$ cat config.mk
export PLATFORM = sky130hd
export DESIGN_NAME = nec_key_events
export DESIGN_NICKNAME = d
export VERILOG_FILES = /design/src/rtl/nec_key_events_pkg.sv /design/src/rtl/nec_key_events_sync_fifo.sv /design/src/rtl/nec_key_events.sv
export SDC_FILE = /design/constraint.sdc
export NUM_CORES = 1
export LEC_CHECK = 0
export CAP_MARGIN = 20
export CELL_PAD_IN_SITES_DETAIL_PLACEMENT = 1
export CELL_PAD_IN_SITES_GLOBAL_PLACEMENT = 2
export CORE_UTILIZATION = 34
export CTS_CLUSTER_DIAMETER = 50
export DETAILED_ROUTE_END_ITERATION = 8
export HOLD_SLACK_MARGIN = 0.12
export PLACE_DENSITY = 0.71
export SKIP_LAST_GASP = 1
export SYNTH_ARGS = -nofsm -noshare
export SYNTH_HDL_FRONTEND = slang
export SYNTH_SLANG_ARGS = --single-unit
$ cat constraint.sdc
create_clock -name clk -period 2.75 [get_ports clk]
set_input_delay 0.275 -clock clk [delete_from_list [all_inputs] [get_ports clk]]
set_output_delay 0.275 -clock clk [all_outputs]
set_load 0.03 [all_outputs]
$ cat src/rtl/nec_key_events_pkg.sv
// Shared definitions for the NEC key-event block: frame field positions,
// state and event encodings, and the event payload layout.
package nec_key_events_pkg;

    localparam int unsigned FRAME_W    = 32;
    localparam int unsigned CODE_W     = 24;
    localparam int unsigned EV_W       = 26;
    localparam int unsigned TIMER_W    = 32;
    localparam int unsigned ERR_W      = 8;

    // Byte positions within the receiver word
    localparam int unsigned ADDR_POS   = 24;
    localparam int unsigned ADDR_N_POS = 16;
    localparam int unsigned CMD_POS    = 8;
    localparam int unsigned CMD_N_POS  = 0;

    typedef enum logic [1:0] {
        S_IDLE = 2'd0,
        S_HELD = 2'd1,
        S_SWAP = 2'd2
    } state_e;

    typedef enum logic [1:0] {
        EV_NONE    = 2'b00,
        EV_PRESS   = 2'b01,
        EV_REPEAT  = 2'b10,
        EV_RELEASE = 2'b11
    } ev_type_e;

    typedef struct packed {
        ev_type_e    ev_type;
        logic [15:0] addr;
        logic [7:0]  cmd;
    } event_t;

    function automatic event_t make_event(input ev_type_e t, input logic [CODE_W-1:0] code);
        event_t e;
        e.ev_type = t;
        e.addr    = code[23:8];
        e.cmd     = code[7:0];
        return e;
    endfunction

endpackage

$ cat src/rtl/nec_key_events_sync_fifo.sv
// First-word-fall-through synchronous FIFO; a push into a full FIFO is
// accepted only when a pop frees a slot in the same cycle.
module sync_fifo #(
    parameter int unsigned WIDTH = 8,
    parameter int unsigned DEPTH = 4
) (
    input  logic             clk_i,
    input  logic             rst_i,
    input  logic             push_i,
    input  logic [WIDTH-1:0] push_data_i,
    input  logic             pop_i,
    output logic [WIDTH-1:0] head_o,
    output logic             full_o,
    output logic             empty_o
);

    localparam int unsigned AW = (DEPTH > 1) ? $clog2(DEPTH) : 1;
    localparam int unsigned CW = AW + 1;

    logic [WIDTH-1:0] mem_q [DEPTH];
    logic [AW-1:0]    wr_q, wr_d;
    logic [AW-1:0]    rd_q, rd_d;
    logic [CW-1:0]    count_q, count_d;
    logic             do_push_c;
    logic             do_pop_c;

    assign empty_o   = (count_q == '0);
    assign full_o    = (count_q == CW'(DEPTH));
    assign do_pop_c  = pop_i && !empty_o;
    assign do_push_c = push_i && (!full_o || do_pop_c);
    assign head_o    = empty_o ? '0 : mem_q[rd_q];

    always_comb begin
        wr_d    = wr_q;
        rd_d    = rd_q;
        count_d = count_q;
        if (do_push_c) wr_d = wr_q + AW'(1);
        if (do_pop_c)  rd_d = rd_q + AW'(1);
        count_d = count_q + CW'(do_push_c) - CW'(do_pop_c);
    end

    always_ff @(posedge clk_i) begin
        if (rst_i) begin
            wr_q    <= '0;
            rd_q    <= '0;
            count_q <= '0;
        end else begin
            wr_q    <= wr_d;
            rd_q    <= rd_d;
            count_q <= count_d;
        end
    end

    // Storage needs no reset; the head is masked while empty
    always_ff @(posedge clk_i) begin
        if (do_push_c) mem_q[wr_q] <= push_data_i;
    end

endmodule

$ cat src/rtl/nec_key_events.sv
// NEC frame validator and key-hold tracker producing PRESS/REPEAT/RELEASE
// events into an FWFT event FIFO.
module nec_key_events
    import nec_key_events_pkg::*;
#(
    parameter int unsigned F_CLK      = 100_000_000,
    parameter int unsigned RELEASE_MS = 120,
    parameter bit          EXT_ADDR   = 1'b0,
    parameter int unsigned FIFO_DEPTH = 4
) (
    input  logic               clk,
    input  logic               rst,
    input  logic [FRAME_W-1:0] burst,
    input  logic               ready,
    output logic               ev_valid,
    output logic [EV_W-1:0]    ev_data,
    input  logic               ev_pop,
    output logic [ERR_W-1:0]   err_cnt,
    output logic               overflow
);

    localparam int unsigned   RELEASE_CYCLES = F_CLK / 1000 * RELEASE_MS;
    localparam logic [TIMER_W-1:0] TIMER_LAST = TIMER_W'(RELEASE_CYCLES - 1);

    state_e              state_q, state_d;
    logic [CODE_W-1:0]   code_q, code_d;
    logic [TIMER_W-1:0]  timer_q, timer_d;
    logic [ERR_W-1:0]    err_q, err_d;
    logic                ovf_q, ovf_d;

    logic                cmd_ok_c, addr_ok_c, frame_ok_c;
    logic [15:0]         addr16_c;
    logic [CODE_W-1:0]   frame_code_c;
    logic                push_c, err_inc_c;
    event_t              push_ev_c;
    logic [EV_W-1:0]     push_vec_c;
    logic                fifo_full, fifo_empty;

    // Frame check and code extraction
    assign cmd_ok_c     = ((burst[CMD_POS +: 8] ^ burst[CMD_N_POS +: 8]) == 8'hFF);
    assign addr_ok_c    = EXT_ADDR || ((burst[ADDR_POS +: 8] ^ burst[ADDR_N_POS +: 8]) == 8'hFF);
    assign frame_ok_c   = cmd_ok_c && addr_ok_c;
    assign addr16_c     = EXT_ADDR ? burst[ADDR_N_POS +: 16] : {8'h00, burst[ADDR_POS +: 8]};
    assign frame_code_c = {addr16_c, burst[CMD_POS +: 8]};

    always_comb begin
        state_d   = state_q;
        code_d    = code_q;
        timer_d   = timer_q;
        push_c    = 1'b0;
        push_ev_c = '0;
        err_inc_c = 1'b0;
        case (state_q)
            S_IDLE: begin
                timer_d = '0;
                if (ready) begin
                    if (frame_ok_c) begin
                        push_c    = 1'b1;
                        push_ev_c = make_event(EV_PRESS, frame_code_c);
                        code_d    = frame_code_c;
                        state_d   = S_HELD;
                    end else begin
                        err_inc_c = 1'b1;
                    end
                end
            end
            S_HELD: begin
                timer_d = timer_q + TIMER_W'(1);
                // A valid frame takes priority over a coincident timeout
                if (ready && frame_ok_c) begin
                    push_c = 1'b1;
                    if (frame_code_c == code_q) begin
                        push_ev_c = make_event(EV_REPEAT, code_q);
                        timer_d   = '0;
                    end else begin
                        push_ev_c = make_event(EV_RELEASE, code_q);
                        code_d    = frame_code_c;
                        state_d   = S_SWAP;
                    end
                end else begin
                    err_inc_c = ready;
                    if (timer_q == TIMER_LAST) begin
                        push_c    = 1'b1;
                        push_ev_c = make_event(EV_RELEASE, code_q);
                        timer_d   = '0;
                        state_d   = S_IDLE;
                    end
                end
            end
            S_SWAP: begin
                push_c    = 1'b1;
                push_ev_c = make_event(EV_PRESS, code_q);
                timer_d   = '0;
                state_d   = S_HELD;
            end
            default: begin
                timer_d = '0;
                state_d = S_IDLE;
            end
        endcase
    end

    always_comb begin
        err_d = err_q;
        ovf_d = ovf_q;
        if (err_inc_c && (err_q != '1)) err_d = err_q + ERR_W'(1);
        if (push_c && fifo_full && !(ev_pop && !fifo_empty)) ovf_d = 1'b1;
    end

    always_ff @(posedge clk) begin
        if (rst) begin
            state_q <= S_IDLE;
            code_q  <= '0;
            timer_q <= '0;
            err_q   <= '0;
            ovf_q   <= 1'b0;
        end else begin
            state_q <= state_d;
            code_q  <= code_d;
            timer_q <= timer_d;
            err_q   <= err_d;
            ovf_q   <= ovf_d;
        end
    end

    assign push_vec_c = push_ev_c;

    sync_fifo #(
        .WIDTH (EV_W),
        .DEPTH (FIFO_DEPTH)
    ) u_fifo (
        .clk_i       (clk),
        .rst_i       (rst),
        .push_i      (push_c),
        .push_data_i (push_vec_c),
        .pop_i       (ev_pop),
        .head_o      (ev_data),
        .full_o      (fifo_full),
        .empty_o     (fifo_empty)
    );

    assign ev_valid = !fifo_empty;
    assign err_cnt  = err_q;
    assign overflow = ovf_q;

endmodule
==> impl_metrics.ini <==
[synthesis]
avgSynthCellArea_um2 = 12.05
ys_types = 47
netlist_area_um2 = 6267
synthFlopType = edfxtp_1
synthCells = 520
synth_edf_count = 72
async_flop_share_pct = 0
yosys_register_bits = 140
yosysWarnings = 0
ys_seq_area_share_pct = 56.22

[critical_path]
required_ns = 2.98
cp-start-kind = primary input
reg2reg_from = timer_q[0]
startpoint = burst[14]
cp-end-kind = flip-flop
worst_ep_arrival_time_ns = 2.83
crit_fanout = 16
ff2ff_setup_slack_ns = 0.20
crit_type = primary input to flip-flop

[final_layout]
diodes = 0
drive_gt1_share_pct = 14.83
final_nets = 666
area_delta_synth_final_pct = 28.23
stdcell_area_um2 = 8036
final_common_cell = nor2_1
final_cell_mix = 75 x nor2_1, 72 x edfxtp_1, 68 x dfxtp_1

[power]
leakage_uw = 0.002558
total_power_uw = 6001
peakVddDrop_mv = 0.5757
p_per_area_nw_per_um2 = 746.7

[clocking]
cts_resized = 0
clock-sinks = 140
postCtsSetupRepairBufs = 0
cts.hold.buffers_added = 0
root_buffer = clkbuf_16
cts.clk_slew.worst_paths_ns = 0.06
h-tree-depth = 4
cts_buffers = 17
clock_latency_ns = 0.41
cts_tree = yes
clockBufferDepth = 2

[route]
wl_per_cell_um = 16.63
dr.pass1.iters = 4
ant_nets = 0
drc = 0
drt_wl_total_mm = 14.35
via_per_inst = 4.861
dr.first_iter.drc_count = 92
vias = 4195

[die]
core_area_um2 = 18020
start_util_pct = 34.77
die_x_um = 137.8
io_pins = 72
fp.dieH_um = 137.8
num_rows = 49
dieArea_um2 = 18980

[min_path]
hold_class = flip-flop to flip-flop
hold_path_startpoint = timer_q[0]

[sta]
min_period_ns = 2.603
finalClockSkew_ns = 0.006470
post-route-period-util_pct = 94.64
maxSlewViolCount = 0
setup_violations = 0
final.setup.tns_ns = 0
rsz0062_at_grt = false
hold_viol_final = 0
fmax_ghz = 0.3842

[place]
place_congestion = 0.7571
place_area_um2 = 7468
hpwl_mm = 10.55
port_buffers = 63

[global_routing]
overflow = 0
grt_max_degree = 33
grt_pass1_wl_mm = 22.45
track_usage_pct = 16.07
antenna_found_initial = 0
grt_pass1_vias = 4347

[run_status]
outcome = finished, final reports clean

[flow_run]
cap_violations = 0
Yosys cell counts (2+ instances only):
cell type,instances,share of area (%)
clkbuf_1,14,0.84
buf_2,2,0.16
ha_1,8,1.6
dfxtp_1,68,22
inv_1,12,0.72
mux4_2,18,6.5
o21ai_1,2,0.16
or3_1,4,0.40
o21ai_0,3,0.24
xnor2_1,41,5.7
nand4_1,14,1.4
mux2i_1,17,2.7
nor2_1,75,4.5
and3_1,5,0.50
nor4b_1,2,0.28
buf_1,2,0.12
nand2_1,24,1.4
buf_4,8,0.96
nor2b_1,3,0.30
edfxtp_1,72,34
and2_1,26,2.6
a21oi_1,5,0.40
nor4_1,8,0.80
and4_1,3,0.42
nor3_1,5,0.40
nand3_1,13,1.0
xor2_1,31,4.3
a22o_1,16,2.2
final timing paths:
kind                         end  cells past startpoint
max           u_fifo.mem_q[3][3]                      9
min                   timer_q[0]                      1
max reg2reg  u_fifo.mem_q[3][14]                     10
min reg2reg           timer_q[0]                      1
critical path, cell delays in order:
cell and delay [ns]:
clkdlybuf4s50_1 0.51, xor2_1 0.29, nand4_1 0.27, nor4_4 0.42
buf_4 0.24, a21oi_1 0.13, o21ai_1 0.15, buf_4 0.25
a22o_1 0.30
sequential cells by signal, summed over array words and instances, names as in the netlist, named ones only:
signal          cells
code_q             16
err_cnt             8
overflow            1
state_q             2
timer_q            32
u_fifo.count_q      3
u_fifo.mem_q       72
u_fifo.rd_q         2
u_fifo.wr_q         2
cells by family (layout without fill, tap and decap cells):
family	Yosys count	after routing	synth area share [%]
adders and majority gates	9	9	1.917
muxes	36	36	9.363
buffers and inverters	39	146	2.975
other	1	8	0.05983
DFF	140	140	56.22
and+or+nand+nor	188	188	14.89
AOI/OAI and AO/OA	35	35	4.512
xor gates and xnor gates	72	72	10.06
metrics by stage:
step | hold WS [ns] | cells | setup slack [ns] | util [%]
finish | 0.4623 | 863 | 0.1474 | 44.59
global route | 0.4848 | 863 | 0.01522 | 44.59
CTS | 0.4655 | 863 | 0.01057 | 44.50
detailed placement | 0.4511 | 831 | -0.4089 | 41.43
global placement | 0.4422 | 831 | -0.3601 | 41.43
floorplan | 0.4222 | 527 | 0.03884 | -
power breakdown:
part / leakage, uW / internal, uW / switching, uW
registers: 0.00114 / 2220 / 34.1
clock network: 0.000250 / 1240 / 870
logic: 0.00117 / 752 / 890
area by class of cell:
cell class / instances / area [um^2]
Fill cell: 1917 / 9988
Sequential cell: 140 / 3523
Multi-Input combinational cell: 348 / 2606
Timing Repair Buffer: 102 / 1023
Clock buffer: 18 / 429.2
Tap cell: 229 / 286.5
Clock inverter: 14 / 122.6
Inverter: 12 / 45.04
per-layer routing:
layer / wire, um / vias up / part of all wire [%] / global-route usage, %
li1: - / 2043 / - / -
met1: 6282 / 2070 / 44 / 19.24
met2: 7286 / 64 / 51 / 27.75
met3: 496 / 18 / 3.5 / 3.532
met4: 289 / 0 / 2.0 / 6.703
met5: 0 / - / 0 / 0
Note: power is estimated with default switching activity, not from simulation.
